## src/rtl/uart_tx_arbiter_if.sv

```systemverilog
// ============================================================================
// Module   : uart_tx_arbiter_if
// Purpose  : Requester/UART-side signal bundle of the UART TX frame arbiter.
// Revision : 1.0  initial release
// ============================================================================
`timescale 1ns/1ps
`default_nettype none

interface uart_tx_arbiter_if #(
  parameter int NUM_REQ = 4
);
  logic [NUM_REQ-1:0]   req_valid;
  logic [8*NUM_REQ-1:0] req_data;
  logic [NUM_REQ-1:0]   req_last;
  logic [NUM_REQ-1:0]   req_ready;
  logic [NUM_REQ-1:0]   grant;
  logic                 tx_start;
  logic [7:0]           tx_data;
  logic                 tx_done;
  logic                 busy;
  logic                 timeout_err;

  modport slave (
    input  req_valid, req_data, req_last, tx_done,
    output req_ready, grant, tx_start, tx_data, busy, timeout_err
  );

  modport master (
    output req_valid, req_data, req_last, tx_done,
    input  req_ready, grant, tx_start, tx_data, busy, timeout_err
  );
endinterface

`default_nettype wire

```

## src/rtl/uart_tx_arbiter.sv

```systemverilog
// ============================================================================
// Module   : uart_tx_arbiter
// Purpose  : Round-robin whole-frame arbiter feeding one UART transmitter.
// Revision : 1.0  initial release
// ============================================================================
`timescale 1ns/1ps
`default_nettype none

module uart_tx_arbiter #(
  parameter int NUM_REQ        = 4,
  parameter int GAP_CYCLES     = 600,
  parameter int TIMEOUT_CYCLES = 4096
) (
  input  logic              clk,
  input  logic              rst_n,
  uart_tx_arbiter_if.slave  bus
);

  localparam int c_PW = (NUM_REQ > 1) ? $clog2(NUM_REQ) : 1;
  localparam int c_GW = (GAP_CYCLES > 0) ? $clog2(GAP_CYCLES + 1) : 1;
  localparam int c_TW = (TIMEOUT_CYCLES > 0) ? $clog2(TIMEOUT_CYCLES + 1) : 1;

  localparam logic [1:0] c_IDLE = 2'd0;
  localparam logic [1:0] c_LOAD = 2'd1;
  localparam logic [1:0] c_WAIT = 2'd2;
  localparam logic [1:0] c_GAP  = 2'd3;

  // With no gap configured a finished frame goes straight back to IDLE.
  localparam logic [1:0]      c_AFTER_FRAME = (GAP_CYCLES == 0) ? c_IDLE : c_GAP;
  localparam logic            c_AFTER_BUSY  = (GAP_CYCLES != 0);
  localparam logic [c_GW-1:0] c_GAP_LAST    = c_GW'(GAP_CYCLES - 1);
  localparam logic [c_TW-1:0] c_TO_LIMIT    = c_TW'(TIMEOUT_CYCLES);
  localparam logic [c_PW-1:0] c_PTR_LAST    = c_PW'(NUM_REQ - 1);

  logic [1:0]         r_state;
  logic [c_PW-1:0]    r_rr;
  logic [c_PW-1:0]    r_owner;
  logic               r_last;
  logic [c_GW-1:0]    r_gap_cnt;
  logic [c_TW-1:0]    r_to_cnt;
  logic [NUM_REQ-1:0] r_grant;
  logic [NUM_REQ-1:0] r_req_ready;
  logic               r_tx_start;
  logic [7:0]         r_tx_data;
  logic               r_busy;
  logic               r_timeout_err;

  logic [c_PW-1:0]    w_winner;
  logic [c_TW-1:0]    w_to_inc;

  // Scan downward so the lowest offset from the pointer wins.
  function automatic logic [c_PW-1:0] f_pick(input logic [NUM_REQ-1:0] v,
                                             input logic [c_PW-1:0]    p);
    logic [c_PW-1:0] r;
    int              k;
    r = p;
    for (int i = NUM_REQ - 1; i >= 0; i--) begin
      k = int'(p) + i;
      if (k >= NUM_REQ) k = k - NUM_REQ;
      if (v[k]) r = c_PW'(k);
    end
    return r;
  endfunction

  always_comb begin
    w_winner = f_pick(bus.req_valid, r_rr);
    w_to_inc = r_to_cnt + 1'b1;
  end

  always_ff @(posedge clk or negedge rst_n) begin
    if (!rst_n) begin
      r_state       <= c_IDLE;
      r_rr          <= '0;
      r_owner       <= '0;
      r_last        <= 1'b0;
      r_gap_cnt     <= '0;
      r_to_cnt      <= '0;
      r_grant       <= '0;
      r_req_ready   <= '0;
      r_tx_start    <= 1'b0;
      r_tx_data     <= 8'h00;
      r_busy        <= 1'b0;
      r_timeout_err <= 1'b0;
    end else begin
      r_tx_start    <= 1'b0;
      r_req_ready   <= '0;
      r_timeout_err <= 1'b0;
      case (r_state)
        c_IDLE: begin
          if (|bus.req_valid) begin
            r_owner  <= w_winner;
            r_grant  <= NUM_REQ'(1) << w_winner;
            r_rr     <= (w_winner == c_PTR_LAST) ? '0 : w_winner + 1'b1;
            r_to_cnt <= '0;
            r_busy   <= 1'b1;
            r_state  <= c_LOAD;
          end
        end
        c_LOAD: begin
          if (bus.req_valid[r_owner]) begin
            r_tx_data   <= bus.req_data[{r_owner, 3'b000} +: 8];
            r_last      <= bus.req_last[r_owner];
            r_tx_start  <= 1'b1;
            r_req_ready <= r_grant;
            r_to_cnt    <= '0;
            r_state     <= c_WAIT;
          end else if (w_to_inc >= c_TO_LIMIT) begin
            r_grant       <= '0;
            r_timeout_err <= 1'b1;
            r_to_cnt      <= '0;
            r_gap_cnt     <= '0;
            r_busy        <= c_AFTER_BUSY;
            r_state       <= c_AFTER_FRAME;
          end else begin
            r_to_cnt <= w_to_inc;
          end
        end
        c_WAIT: begin
          // A done coincident with our own start pulse belongs to an older byte.
          if (bus.tx_done && !r_tx_start) begin
            if (r_last) begin
              r_grant   <= '0;
              r_gap_cnt <= '0;
              r_busy    <= c_AFTER_BUSY;
              r_state   <= c_AFTER_FRAME;
            end else begin
              r_state <= c_LOAD;
            end
          end
        end
        default: begin
          if (r_gap_cnt >= c_GAP_LAST) begin
            r_busy  <= 1'b0;
            r_state <= c_IDLE;
          end else begin
            r_gap_cnt <= r_gap_cnt + 1'b1;
          end
        end
      endcase
    end
  end

  assign bus.grant       = r_grant;
  assign bus.req_ready   = r_req_ready;
  assign bus.tx_start    = r_tx_start;
  assign bus.tx_data     = r_tx_data;
  assign bus.busy        = r_busy;
  assign bus.timeout_err = r_timeout_err;

endmodule

`default_nettype wire

```

## src/flat_wrapper.sv

```systemverilog
// flat-port wrapper written by rule: the top's interface ports become plain ports
module uart_tx_arbiter_flat 
#(
  parameter int NUM_REQ        = 4,
  parameter int GAP_CYCLES     = 600,
  parameter int TIMEOUT_CYCLES = 4096
)
  (clk, rst_n, bus_req_valid, bus_req_data, bus_req_last, bus_tx_done, bus_req_ready, bus_grant, bus_tx_start, bus_tx_data, bus_busy, bus_timeout_err);
  uart_tx_arbiter_if #(.NUM_REQ(NUM_REQ)) bus_i ();
  input  logic clk;
  input  logic rst_n;
  input wire logic [$bits(bus_i.req_valid)-1:0] bus_req_valid;
  input wire logic [$bits(bus_i.req_data)-1:0] bus_req_data;
  input wire logic [$bits(bus_i.req_last)-1:0] bus_req_last;
  input wire logic [$bits(bus_i.tx_done)-1:0] bus_tx_done;
  output wire logic [$bits(bus_i.req_ready)-1:0] bus_req_ready;
  output wire logic [$bits(bus_i.grant)-1:0] bus_grant;
  output wire logic [$bits(bus_i.tx_start)-1:0] bus_tx_start;
  output wire logic [$bits(bus_i.tx_data)-1:0] bus_tx_data;
  output wire logic [$bits(bus_i.busy)-1:0] bus_busy;
  output wire logic [$bits(bus_i.timeout_err)-1:0] bus_timeout_err;
  assign bus_i.req_valid = bus_req_valid;
  assign bus_i.req_data = bus_req_data;
  assign bus_i.req_last = bus_req_last;
  assign bus_i.tx_done = bus_tx_done;
  assign bus_req_ready = bus_i.req_ready;
  assign bus_grant = bus_i.grant;
  assign bus_tx_start = bus_i.tx_start;
  assign bus_tx_data = bus_i.tx_data;
  assign bus_busy = bus_i.busy;
  assign bus_timeout_err = bus_i.timeout_err;
  uart_tx_arbiter #(.NUM_REQ(NUM_REQ), .GAP_CYCLES(GAP_CYCLES), .TIMEOUT_CYCLES(TIMEOUT_CYCLES)) u_core (.clk(clk), .rst_n(rst_n), .bus(bus_i));
endmodule
```

## config.mk

```make
export PLATFORM = sky130hd
export DESIGN_NAME = uart_tx_arbiter_flat
export DESIGN_NICKNAME = d
export VERILOG_FILES = /design/src/rtl/uart_tx_arbiter_if.sv /design/src/rtl/uart_tx_arbiter.sv /design/src/flat_wrapper.sv
export SDC_FILE = /design/constraint.sdc
export NUM_CORES = 1
export LEC_CHECK = 0
export ABC_CLOCK_PERIOD_IN_PS = 2000
export CAP_MARGIN = 10
export CORE_MARGIN = 5
export CORE_UTILIZATION = 46
export DETAILED_ROUTE_END_ITERATION = 10
export GPL_TIMING_DRIVEN = 0
export PLACE_DENSITY = 0.76
export SKIP_CTS_REPAIR_TIMING = 1
export SLEW_MARGIN = 20
export SYNTH_ARGS = -nofsm -noshare
export SYNTH_HDL_FRONTEND = slang
export SYNTH_SLANG_ARGS = --single-unit
```

## constraint.sdc

```tcl
create_clock -name clk -period 2 [get_ports clk]
set_clock_uncertainty 0.1 [all_clocks]
set_input_delay 0.6 -clock clk [delete_from_list [all_inputs] [get_ports clk]]
set_output_delay 0.6 -clock clk [all_outputs]
set_load 0.05 [all_outputs]
```

======== Yosys cells after proc, flatten, opt, wreduce, memory -nomap -nowiden ========
Index checks and enable logic that the tools add are counted.
operators by class
  $add $sub $neg .......................... 10
  order comparisons ....................... 11
  equal/unequal tests ..................... 10
  shift-type cells ........................ 2
  multiplexer cells ....................... 62
  bitwise logic cells ..................... 1
  reduce and logical (&&, ||, !) cells .... 14
operators by type and width
  cell                   number
  $lt 32x4->1 const B    4
  $mux 32                4
  $ge 32x4->1 const B    3
  $sub 32x4->32 const B  3
  $mux 10                5
  $mux 13                3
  $shiftx 32x6->8        1
  $pmux 10 s3            1
  $mux 4                 7
  $pmux 13 s2            1
  $mux 2                 11
  $mux 1                 21
  $reduce_and 6->1       3
  $add 13x1->13 const B  1
  $ge 13x13->1 const B   1
  $bmux 1 s2             6
  $pmux 4 s3             1
  $add 10x1->10 const B  1
  $ge 10x10->1 const B   1
  $ne 2x1->1 const B     4
  $add 2x2->3 const B    2
  $pmux 2 s3             1
  $reduce_and 2->1       3
  $eq 2x2->1 const B     2
  other kinds (20)       20
storage, ports and cells
  bits in registers ....................... 49
  input port bits ......................... 43
  logic and storage cells ................. 122

======== Depth between registers and ports, before layout ========
  depth after elaboration ................. 13
  depth in mapped cells ................... 8

======== Worst setup path before layout ========
OpenSTA, ideal clock, no wires.
  path kind ............................... in2reg
  start point ............................. input port bus_req_valid[3]
  end point ............................... register u_core.r_state[1]
  setup time .............................. 0.127 ns
  data arrival time ....................... 2.162 ns
  required time ........................... 1.773 ns
  setup slack ............................. -0.390 ns
  cell stages on the path ................. 6
  cell sequence ........................... mux4_2 -> or2_0 -> buf_6 -> nor3_4 -> a2111o_1 -> mux2_1
on the way
  longest elaborated chain between the ends .. 4
  elaborated cells on any way between the ends .. 8
  classes of those cells .................. eq/ne: 2; mux: 4; reduce/logical: 2
ends and longest elaborated chain
  what                                                      line                    text
  from (decl)                                               flat_wrapper.sv:12      input wire logic [$bits(bus_i.req_valid)-1:0] bus_req_valid;
  $bmux 1 s2                                                uart_tx_arbiter.sv:100  if (bus.req_valid[r_owner]) begin
  $mux 1 (not written as such)                              uart_tx_arbiter.sv:100
  $ne 3x1->1 (no line) or $mux 2 (tied branches)            --
  $reduce_and 4->1 (no line) or $pmux 2 s3 (tied branches)  --
  to (signal assigned)                                      uart_tx_arbiter.sv:96   r_state <= c_LOAD;
  to (signal assigned)                                      uart_tx_arbiter.sv:106  r_state <= c_WAIT;
  to (signal assigned)                                      uart_tx_arbiter.sv:113  r_state <= c_AFTER_FRAME;
  to (decl)                                                 uart_tx_arbiter.sv:35   logic [1:0] r_state;
Parallel ways exist; a longest one is shown, timed or not. The select of a mux whose other input is x is not followed.
A chain may end at the register's enable or synchronous reset.

======== Worst setup path after layout ========
Ends and elaborated chain as after synthesis.

==> reports/qor.log <==
INFO  critical_path  critical_path.startpoint_type=primary input
INFO  logic_synthesis yosys.area_share.simple=22.4%
INFO  logic_synthesis ys_types=49
INFO  critical_path  worstRegToRegCells=7
INFO  grt            grt_pass1_vias=2423
INFO  logic_synthesis synth_enable_flop_cells=0
INFO  pwr            net-switching-power=2.60mW
INFO  critical_path  worst_setup_path_endpoint=u_core.r_state[1]$_DFFE_PN0P_
INFO  run_status     status=complete, but fails checks
INFO  logic_synthesis synthesis.yosys.warnings=0
INFO  logic_synthesis synthMuxAreaShare=11.1%
INFO  hold_path      hold_class=in -> async
INFO  logic_synthesis netlist_instances=290
INFO  clock_network  tritoncts_clock_tree=built
INFO  critical_path  reg2reg_slack=-0.24ns
INFO  placement      port_buffers=61
INFO  pwr            internal-power=3.33mW
INFO  drt            wirelength_per_cell=15.4um
INFO  timing         worst-slew-pin-transition=0.532ns
INFO  critical_path  worst_r2r_startpoint=u_core.r_to_cnt[1]$_DFFE_PN0P_
INFO  logic_synthesis async_reset_ff_share=100%
INFO  clock_network  h-tree-depth=2
INFO  critical_path  regToRegEndpoint=u_core.r_state[1]$_DFFE_PN0P_
INFO  placement      dpl-instance-area=0.00360mm2
INFO  die            std_cell_rows=28
INFO  clock_network  clockBufferDepth=2
INFO  final_layout   nNetsFinal=428
INFO  logic_synthesis synth_fa_ha_area_share=4.34%
INFO  die            floorplan.initialDensity=48.1%
INFO  final_layout   final_cells=451
INFO  critical_path  cp.arrival=2.34ns
INFO  logic_synthesis synth.yosys.seq_area_share=42.6%
INFO  die            coreArea=0.00599mm2
INFO  grt            groute.usage.overall=17.6%
INFO  drt            detailroute.via_count=2555
INFO  timing         slew_headroom=64.5%
INFO  pwr            p_seq_share=25.9%
INFO  grt            grt_first_pass_wirelength=11.1mm
INFO  grt            largest_net_degree_at_the_start_of_global_routing=28
INFO  die            chipHeight=89.1um
INFO  clock_network  root_buffer=sky130_fd_sc_hd__clkbuf_8
INFO  timing         timing_hold_violations_final=0
INFO  pwr            share_comb_of_total_power=61.6%
INFO  logic_synthesis syn_area_per_cell=9.94um2
INFO  final_layout   insertedDiodeCount=0
INFO  grt            grt_overflow=0
INFO  drt            postRouteWirelength=6.96mm
INFO  logic_synthesis synth.cell_area=0.00288mm2
INFO  timing         grt_setup_unrepaired=true
INFO  pwr            netSwitchingFraction=43.8%
INFO  drt            post_detailed_route_via_to_cell_ratio=5.67
INFO  pwr            max-vdd-ir-drop=0.000721V
INFO  final_layout   layout-drive-gt1-share=21.0%
INFO  run            drv.max_cap_violation_count=0
INFO  drt            detail_route.drc_violations=0
INFO  timing         finalWorstSetupSlack=-0.252ns
INFO  clock_network  cts_buffers=5
INFO  clock_network  clock-sinks=49
INFO  timing         finalCritPeriodShare=113%
INFO  placement      placed_cell_count=427
INFO  die            pin_count=62
INFO  placement      gp_routability_congestion=0.813
INFO  clock_network  clk_latency=0.30ns
INFO  timing         maxSlewViolCount=0
INFO  pwr            total_power=5.92mW
INFO  critical_path  crit_start=bus_req_valid[3]
INFO  logic_synthesis synth.net_count=343
INFO  die            floorplan.die_area=0.00795mm2
INFO  logic_synthesis post_synthesis_compound_gate_area_fraction=16.2%
INFO  placement      dp.final_hpwl=4.81mm
INFO  final_layout   layout.cell_area.non_filler=0.00404mm2
INFO  logic_synthesis synth_seq_cells=49
INFO  drt            number_of_routed_nets_with_antenna_violations=0
INFO  timing         fin_crit=2.25ns
INFO  die            die_x_extent=89.1um
INFO  drt            initialDrtViolationCount=141
INFO  timing         report.final.setup_viol=27
INFO  final_layout   p_r_area_growth_vs_syn=40.0%
INFO  final_layout   layout.filler_cells=434
INFO  pwr            power-per-cell-area=1470mW/mm2
INFO  critical_path  worstSetupPathType=in -> reg
INFO  run_status     failing_checks=setup timing
INFO  logic_synthesis combinational_family_with_the_most_area_after_synthesis=simple AND/OR/NAND/NOR gates
INFO  grt            grt_antenna_before_repair=0
INFO  drt            drt_pre_antenna_iters=5
INFO  logic_synthesis post_synth_xor_area_fraction=0%
INFO  logic_synthesis yosys_most_used_dff=sky130_fd_sc_hd__dfrtp_1
INFO  clock_network  clock_pin_slew_reported_for_the_worst_setup_and_hold_paths_after_clock_tree_synthesis=0.09ns
INFO  critical_path  cp_max_fo=7
INFO  timing         timing.fmax=444MHz
INFO  pwr            power.clock.fraction=12.5%
INFO  critical_path  crit_required=2.09ns
INFO  critical_path  crit_path_capture_type=flop
INFO  pwr            leakage=2.05nW
-- layout by cell type, fill, tap and decap left out, drive strengths merged, types with 13 or more instances in the layout --
master         Yosys  routed
buf                2      22
o21ai             19      19
clkbuf             9      17
inv               13      13
dlymetal6s2s       0      19
nor2              28      29
dfrtp             49      49
clkdlybuf4s50      0      37
nand2             42      42
-- metrics by stage --
step                hold slack [ns]  utilization, %  setup TNS (ns)  worst slack, ns
global route                  0.184            67.4           -7.15           -0.321
finish                        0.162            67.4           -5.40           -0.252
global placement              0.360            59.9          -94.59            -1.20
CTS                           0.167            62.1          -24.87           -0.803
detailed placement            0.363            60.1          -37.35            -1.13
floorplan                     0.204               -           -5.64           -0.358
-- final cells by class --
cell class | instances | area [um2] | area share, %
multi-input combinational | 218 | 1710 | 42.4
inverter | 13 | 48.8 | 1.21
clock inverter | 1 | 30.0 | 0.744
clock buffer | 7 | 86.3 | 2.14
tap | 75 | 93.8 | 2.33
buffer | 10 | 62.6 | 1.55
timing repair buffer | 78 | 776 | 19.2
sequential | 49 | 1230 | 30.4
-- worst min-delay path by stage --
stage                                              endpoint                               from  cells past startpoint
after detailed placement  u_core.bus.tx_data[1]$_DFFE_PN0P_  u_core.bus.tx_data[1]$_DFFE_PN0P_                      2
after global routing      u_core.bus.req_ready[1]$_DFF_PN0_                              rst_n                      1
final                       u_core.bus.grant[1]$_DFFE_PN0P_                              rst_n                      1
after global placement    u_core.bus.tx_data[4]$_DFFE_PN0P_  u_core.bus.tx_data[4]$_DFFE_PN0P_                      2
after CTS                 u_core.bus.req_ready[1]$_DFF_PN0_                              rst_n                      1
after floorplan                 u_core.bus.busy$_DFFE_PN0P_                              rst_n                      0
-- worst max-delay path, cell delays in order --
cell and delay, ns:
sky130_fd_sc_hd__buf_4 0.13, sky130_fd_sc_hd__mux4_2 0.54, sky130_fd_sc_hd__or2_1 0.27, sky130_fd_sc_hd__buf_6 0.13, sky130_fd_sc_hd__nor3_4 0.20, sky130_fd_sc_hd__a2111o_1 0.17
sky130_fd_sc_hd__mux2_4 0.31
-- per-layer routing --
metal / up-vias / routed length [um] / global-route usage, %
met4: 0 / 124 / 5.55
met1: 1242 / 2940 / 22.7
li1: 1216 / - / -
met3: 12 / 547 / 6.08
met2: 85 / 3350 / 28.1
met5: - / 0 / 0
-- power groups by stage --
stage | clock (mW) | combinational, mW | sequential (mW)
finish | 0.740 | 3.65 | 1.54
global route | 0.801 | 3.97 | 1.58
CTS | 0.764 | 3.06 | 1.53
detailed placement | 0 | 3.06 | 1.54
global placement | 0 | 2.97 | 1.53
floorplan | 0 | 1.87 | 1.91
-- sequential cells by signal, summed over array words and instances, names as in the netlist, 2 cells and up --
signal,cells
u_core.r_to_cnt,13
u_core.bus.req_ready,4
u_core.bus.tx_data,8
u_core.r_state,2
u_core.r_owner,2
u_core.bus.grant,4
u_core.r_gap_cnt,10
u_core.r_rr,2
-- Yosys cell counts, drive strengths merged (2+ instances only) --
master	instances	area, um2
dfrtp	49	1230
nand2	42	158
nor2	28	121
o21ai	19	95.1
inv	13	48.8
a22o	10	87.6
ha	10	125
mux4	10	225
nand3	10	50.1
a21o	9	67.6
clkbuf	9	33.8
nand2b	9	56.3
or2	7	43.8
nor3	6	41.3
mux2i	5	50.1
nand3b	5	37.5
a21oi	4	20.0
and3	4	25.0
mux2	4	45.0
nor4	4	40.0
o211ai	4	30.0
o221ai	4	35.0
or3	3	23.8
a2111oi	2	17.5
a211oi	2	27.5
a2bb2oi	2	17.5
buf	2	16.3
nand4	2	12.5
nor2b	2	12.5
o31ai	2	15.0
-- kinds of logic (layout without fill, tap and decap cells) --
family	count (synthesis)	after routing
compound gates	63	63
fa+ha+maj	10	10
mux	19	19
flops	49	49
simple gates	125	126
buf+inv	24	109
Power figures use the tool's default switching activity.
